===== config.mk =====
export PLATFORM = sky130hd
export DESIGN_NAME = buffer_result_display
export DESIGN_NICKNAME = d
export VERILOG_FILES = /design/src/rtl/buffer_result_display.sv
export SDC_FILE = /design/constraint.sdc
export NUM_CORES = 1
export LEC_CHECK = 0
export ABC_AREA = 1
export ABC_CLOCK_PERIOD_IN_PS = 1800
export BUFFER_PORTS_ARGS = -buffer_cell sky130_fd_sc_hd__buf_2
export CAP_MARGIN = 15
export CORE_ASPECT_RATIO = 1.1
export CORE_UTILIZATION = 50
export CTS_CLUSTER_DIAMETER = 150
export CTS_CLUSTER_SIZE = 25
export DETAILED_ROUTE_END_ITERATION = 7
export PLACE_DENSITY = 0.71
export SLEW_MARGIN = 10
export SYNTH_ARGS = -nofsm -noshare
export SYNTH_HDL_FRONTEND = slang
export SYNTH_SLANG_ARGS = --single-unit

===== constraint.sdc =====
create_clock -name clk -period 1.8 [get_ports clk]
set_input_delay 0.27 -clock clk [delete_from_list [all_inputs] [get_ports clk]]
set_output_delay 0.27 -clock clk [all_outputs]
set_load 0.03 [all_outputs]

===== src/rtl/buffer_result_display.sv =====
// Hit statistics for the associative buffer's lookup result.
// Shows the latest hit data and a saturating hit count on four active-low 7-segment digits.
module buffer_result_display #(
  parameter int unsigned DATA_WIDTH   = 8,
  parameter int unsigned BLINK_CYCLES = 25_000_000
) (
  input  logic                  clk,
  input  logic                  async_reset,
  input  logic [DATA_WIDTH-1:0] data_in,
  input  logic                  data_valid_in,
  input  logic                  clear_stats,
  output logic [7:0]            hit_count,
  output logic [6:0]            hex0,
  output logic [6:0]            hex1,
  output logic [6:0]            hex2,
  output logic [6:0]            hex3,
  output logic [3:0]            hex_dp
);

  localparam int unsigned TimerWidth = $clog2(BLINK_CYCLES + 1);
  localparam logic [TimerWidth-1:0] BlinkLoad = TimerWidth'(BLINK_CYCLES);
  localparam logic [TimerWidth-1:0] TimerOne  = TimerWidth'(1);
  localparam logic [6:0] GlyphZero = 7'b1000000;

  function automatic logic [6:0] seg7(input logic [3:0] nib);
    logic [6:0] seg;
    unique case (nib)
      4'h0: seg = 7'b1000000;
      4'h1: seg = 7'b1111001;
      4'h2: seg = 7'b0100100;
      4'h3: seg = 7'b0110000;
      4'h4: seg = 7'b0011001;
      4'h5: seg = 7'b0010010;
      4'h6: seg = 7'b0000010;
      4'h7: seg = 7'b1111000;
      4'h8: seg = 7'b0000000;
      4'h9: seg = 7'b0010000;
      4'hA: seg = 7'b0001000;
      4'hB: seg = 7'b0000011;
      4'hC: seg = 7'b1000110;
      4'hD: seg = 7'b0100001;
      4'hE: seg = 7'b0000110;
      4'hF: seg = 7'b0001110;
      default: seg = GlyphZero;
    endcase
    return seg;
  endfunction

  logic                  valid_q;
  logic                  hit_event;
  logic [7:0]            count_q, count_d;
  logic [7:0]            held_q, held_d;
  logic [TimerWidth-1:0] timer_q, timer_d;
  logic [6:0]            hex0_q, hex1_q, hex2_q, hex3_q;
  logic [3:0]            dp_q;

  // Count rising edges of valid so a key that keeps hitting counts once.
  assign hit_event = data_valid_in & ~valid_q;

  always_comb begin
    count_d = count_q;
    held_d  = held_q;
    timer_d = timer_q;
    if (timer_q != '0) timer_d = timer_q - TimerOne;
    if (clear_stats) begin
      count_d = '0;
      held_d  = '0;
      timer_d = '0;
    end else begin
      if (hit_event) begin
        if (count_q != 8'hFF) count_d = count_q + 8'd1;
        timer_d = BlinkLoad;
      end
      if (data_valid_in) held_d = data_in[7:0];
    end
  end

  always_ff @(posedge clk) begin
    if (!async_reset) begin
      valid_q <= 1'b0;
      count_q <= '0;
      held_q  <= '0;
      timer_q <= '0;
      hex0_q  <= GlyphZero;
      hex1_q  <= GlyphZero;
      hex2_q  <= GlyphZero;
      hex3_q  <= GlyphZero;
      dp_q    <= 4'b1111;
    end else begin
      // valid_q tracks the input even during clear so a held level is not recounted.
      valid_q <= data_valid_in;
      count_q <= count_d;
      held_q  <= held_d;
      timer_q <= timer_d;
      hex0_q  <= seg7(held_q[3:0]);
      hex1_q  <= seg7(held_q[7:4]);
      hex2_q  <= seg7(count_q[3:0]);
      hex3_q  <= seg7(count_q[7:4]);
      dp_q    <= {3'b111, (timer_q == '0)};
    end
  end

  assign hit_count = count_q;
  assign hex0      = hex0_q;
  assign hex1      = hex1_q;
  assign hex2      = hex2_q;
  assign hex3      = hex3_q;
  assign hex_dp    = dp_q;

endmodule


# Word-level counts from Yosys, hierarchy flattened
# Memory sizes are Yosys's and may differ from the RTL's. A register that Yosys moved wholly into a read port is not among the register bits.
# Cells that the tools add are included.
dict set report word_totals {
  ff_bits 46
  rom_bits 448
  output_inout_bits 40
  word_cells 29
  memories 4
}
# memory depth width rd rd_clocked_by_memory_dff wr line_no
set mem_list {}
lappend mem_list {{(name not given)} 16 7 1 1 0 27} ;# unique case (nib)
lappend mem_list {{(name not given)} 16 7 1 1 0 27}
lappend mem_list {{(name not given)} 16 7 1 1 0 27}
lappend mem_list {{(name not given)} 16 7 1 1 0 27}
dict set report op_classes {
  addsub 2
  eq_ne 1
  mux 2
  n_bitwise 3
  reduce_logical 10
}
# op n
set ops {}
lappend ops {{$mux W25} 2}
lappend ops {{$logic_not A25 Y1} 1}
lappend ops {{$reduce_bool A25 Y1} 1}
lappend ops {{$sub A25 B1 Y25 const B} 1}
lappend ops {{$add A8 B1 Y8 const B} 1}
lappend ops {{$ne A8 B8 Y1 const B} 1}
lappend ops {{$logic_not A1 Y1} 4}
lappend ops {{$reduce_or A3 Y1} 1}
lappend ops {{$not A1 Y1} 2}
lappend ops {{$reduce_and A2 Y1} 1}
lappend ops {{$reduce_bool A2 Y1} 1}
lappend ops {{$reduce_or A2 Y1} 1}
lappend ops {{$and A1 B1 Y1} 1}

# Logic depth before layout (Yosys ltp)
dict set report depth {
  ltp_word 3
  mapped_depth 10
}

# Least setup slack after synthesis
# Ideal clock, no wire load.
dict set report synth_path {
  path_type {flip-flop to flip-flop}
  startpoint {reg count_q[0], in the netlist hit_count[0]}
  endpoint {reg count_q[4], in the netlist hit_count[4]}
  setup_ps 70
  t_arrival_ps 1566
  t_required_ps 1730
  slack_ps 164
  path_stages_with_launch 8
  n_path_buf 0
  synth_period_minus_slack_ps 1636
  path_cell_list {dfxtp_1 > ha_1 > nand2_1 > nor2_1 > a21oi_4 > nand3_1 > o21ai_1 > a21oi_1}
}
dict set report synth_between {
  elab_chain_len 2
  word_cells_on_any_way 3
  cone_classes {add/sub (1); eq/ne (1); reduce/logical (1)}
}
# item line_no
set synth_rtl {}
lappend synth_rtl {{start, declared} 51} ;# logic [7:0] count_q, count_d;
lappend synth_rtl {{start signal, assigned} 92} ;# count_q <= count_d;
lappend synth_rtl {{branches (longest 2 deep; another with $add A8 B1 Y8)} -}
# Parallel ways; which one is timed is not known.
# A chain may end at the register's enable or synchronous reset.

# Final worst setup path
dict set report layout_path {
  startpoint {reg timer_q[0]}
  endpoint {reg timer_q[0]}
}
dict set report layout_between {
  elab_chain_len 1
  word_cells_on_any_way 2
  cone_classes {add/sub (1); reduce/logical (1)}
}
# item line_no
set layout_rtl {}
lappend layout_rtl {{start, declared} 53} ;# logic [TimerWidth-1:0] timer_q, timer_d;
lappend layout_rtl {{start signal, assigned} 94} ;# timer_q <= timer_d;
lappend layout_rtl {{$sub A25 B1 Y25 or $reduce_bool A25 Y1 (tied branches)} 64} ;# if (timer_q != '0) timer_d = timer_q - TimerOne;
# Parallel ways exist; a longest one is shown, timed or not.

==> summary.txt <==
CTS
  • Clock Tree Buf Depth: 2
  • CTS tree: yes
  • Setup Buffers After CTS: 0
  • Root Driver: clkbuf_8
  • Post-CTS sizing: 0
  • Worst-Skew Late Latency: 0.35 ns
  • Clock sinks: 71
  • Hold buffers post-CTS: 0
  • CTS Buf Count: 9
  • Clock transition at path regs: 0.08 ns
  • Htree depth: 3

Pwr
  • Leakage: 1.99 nW
  • Clock power share: a little under a third
  • Reg power frac: between 40% and 50%
  • P_sw: approximately 0.0014 W
  • Peak VDD IR: around 0.00046 V
  • Pwr/cell area: ~900 mW/mm²
  • Final Power: approximately 0.0039 W
  • Cell internal pwr: 0.00257 W
  • Comb pwr share: 25.3%
  • Switching share of power: 34.8%

Layout
  • # fillers: 703
  • Area Growth Syn to Fin: 13.6%
  • N_diodes: 0
  • Nets: approximately 610
  • Final Cell Area: 0.00439 mm²
  • Layout cells sized above 1: 20.7%

STA
  • Fmax: ~620 MHz
  • Final setup TNS: 0 ns
  • Minimum clock period: roughly 1.6 ns
  • RSZ-0062 raised after global routing: no
  • Slew Limit Fails: 0
  • Final setup margin: around 0.18 ns
  • Count of final hold-check violations: 0
  • Setup Skew: 0.0107 ns
  • Final Cycle Share: about nine tenths
  • Final setup viols: 0

Global routing
  • Via count of the first global-routing pass: ~3000
  • GRT Total Usage: 22.3%
  • Gr ovfl total: 0
  • First-pass GRT wire length: 14200 µm
  • Initial antenna violation count: 0
  • Largest net degree at the start of global routing: 23

Drt
  • ANT nets after route: 0
  • Vias: ~3500
  • Per-cell routed wire length: roughly 13 µm
  • Starting DRT DRC Count: about 170
  • Drt total wl: 8550 µm
  • # DRC: 0
  • Pre-antenna DRT Iters: 5
  • Vias/cell: 5.09

Worst hold path
  • HP Start: data_valid_in
  • Hold Path Depth: 3
  • Worst min-delay path category: in -> reg
  • Worst hold endpoint: valid_q

Floorplan
  • Die area: 0.00808 mm²
  • Height of the die: 94.2 µm
  • # IOs: 52
  • Initial core utilization: 51.7%
  • Core box area: roughly 0.0075 mm²
  • Rows: 33
  • Die X: 85.8 µm

Worst setup path
  • CP delay by family, top: simple AND/OR/NAND/NOR gates
  • Reg2reg setup slack: 0.18 ns
  • RR Endpoint: timer_q[0]
  • WP data required: 2.08 ns
  • Crit. End Element: register
  • Cell chain of the critical path: inv_1 > ha_1 > inv_1 > nor2_1 > nand2_1 > nor2_1 > nand2_2 > clkinv_2 > nand2_1 > a21oi_1
  • Crit path DAT: 1.90 ns
  • Reg2reg path depth: 10
  • Max stage delay on crit path: 0.34 ns
  • Crit Path Category: reg -> reg
  • Worst path bufs/invs: 3
  • Worst r2r src: timer_q[0]
  • Highest-delay cell along the critical path: dfxtp_1
  • CP Max Fanout: 14
  • Crit path launch type: register

Place
  • Detailed Place HPWL: 6300 µm
  • Placed inst area: ~0.0042 mm²
  • Place WS: 0.206 ns
  • Buffers on Ports: 48
  • Final GP Congestion: 0.896

Synth
  • Synthesized instance count: 519
  • Synthesized cell area: 0.00386 mm²
  • Synth Register Bits: 71
  • EDFF count, synth: 0
  • Ys flop type: dfxtp_1
  • Sequential area share after synthesis: 36.8%
  • Post-synth cell types: 38
  • Async SR Flop Fraction: 0%
  • Synth top area share: 36.8%
  • Ranking of synthesized cells by area: dfxtp_1, ha_1, nand2_1
  • Cell accounting for the most synthesized area: dfxtp_1
  • Synth Area per Inst: 7.44 µm²
  • Warnings, synthesis: 0

Outcome
  • Outcome: complete, no violations

Run
  • Max Cap Viol: 0
## worst min-delay path, stage by stage
cell	delay (ns)
buf_2	0.10
nand2_1	0.05
inv_1	0.04
## cell usage in the layout, fill, tap and decap left out, types with 7 or more instances in the layout
| cell | Yosys | layout |
|---|---|---|
| nand2_1 | 86 | 86 |
| dfxtp_1 | 71 | 71 |
| a21oi_1 | 56 | 56 |
| inv_1 | 53 | 53 |
| nor2_1 | 50 | 50 |
| buf_2 | 1 | 48 |
| o21ai_0 | 31 | 31 |
| nand3_1 | 31 | 31 |
| ha_1 | 26 | 26 |
| nand4_1 | 14 | 14 |
| clkbuf_8 | 0 | 11 |
| nor2_2 | 10 | 10 |
| buf_4 | 5 | 9 |
| nor2_4 | 8 | 8 |
| nand3_2 | 8 | 8 |
| a211oi_1 | 7 | 7 |
| nor3_1 | 7 | 7 |
## how the worst max path moves through the flow
| stage | start | to | slack, ns | cells past startpoint |
|---|---|---|---|---|
| after floorplan | hit_count[0] | hit_count[4] | 0.16 | 7 |
| after global placement | timer_q[0] | timer_q[0] | 0.28 | 10 |
| after detailed placement | timer_q[0] | timer_q[0] | 0.21 | 10 |
| after CTS | timer_q[0] | timer_q[0] | 0.18 | 10 |
| after global routing | hit_count[1] | hit_count[1] | 0.01 | 7 |
| final | timer_q[0] | timer_q[0] | 0.18 | 10 |
## cell families (layout without fill, tap and decap cells)
family,count (synthesis),after routing,share of synthesized area (%)
other cells,1,3,0.0971
flops,71,71,36.8
buf+inv,81,135,9.01
simple gates,226,226,28.8
fa+ha+maj,26,26,8.42
xor+xnor,6,6,1.36
compound gates,108,108,15.5
## final cells by class
type	count	area [µm²]	area share, %
repair buffers	57	308	7.01
clock buffers	11	151	3.45
flip-flops and latches	71	1420	32.4
inverters	62	234	5.33
clock inverters	5	41.3	0.941
well taps	105	131	2.99
multi-input cells	369	2100	47.9
## cell usage after synthesis (8+ instances only)
library cell  count
nand3_2           8
nor2_2           10
o21ai_0          31
nand2_1          86
nor2_1           50
a21oi_1          56
inv_1            53
nor2_4            8
dfxtp_1          71
clkbuf_1          8
ha_1             26
nand4_1          14
nand3_1          31
## power by group through the flow
stage	Clock, W	Sequential (W)	Combinational [W]
2_1_floorplan	0	0.00179	0.000769
3_3_place_gp	0	0.00176	0.000970
3_5_place_dp	0	0.00176	0.000993
4_1_cts	0.00126	0.00173	0.000997
5_1_grt	0.00132	0.00174	0.00113
6_report	0.00122	0.00173	0.000999
## stage by stage
| stage | hold slack, ns | utilization, % | instances |
|---|---|---|---|
| after CTS | 0.112 | 58.7 | 680 |
| final | 0.126 | 58.7 | 680 |
| after global placement | 0.478 | 56.1 | 664 |
| after global routing | 0.131 | 58.7 | 680 |
| after detailed placement | 0.488 | 56.1 | 664 |
| after floorplan | 0.363 | - | 521 |
## sequential cells by signal, indices dropped and copies added (netlist names)
register	flops
hit_count	8
hex1	7
valid_q	1
hex3	7
held_q	8
hex0	7
hex_dp	1
hex2	7
timer_q	25
## metal layers
metal | global-route usage (%) | vias up | wire [µm]
met2 | 36.2 | 76 | 4120
li1 | - | 1805 | -
met1 | 29.2 | 1573 | 3880
met4 | 7.50 | 0 | 103
met3 | 5.10 | 10 | 450
met5 | 0 | - | 0
No activity file was read; power rests on OpenSTA's default activity.
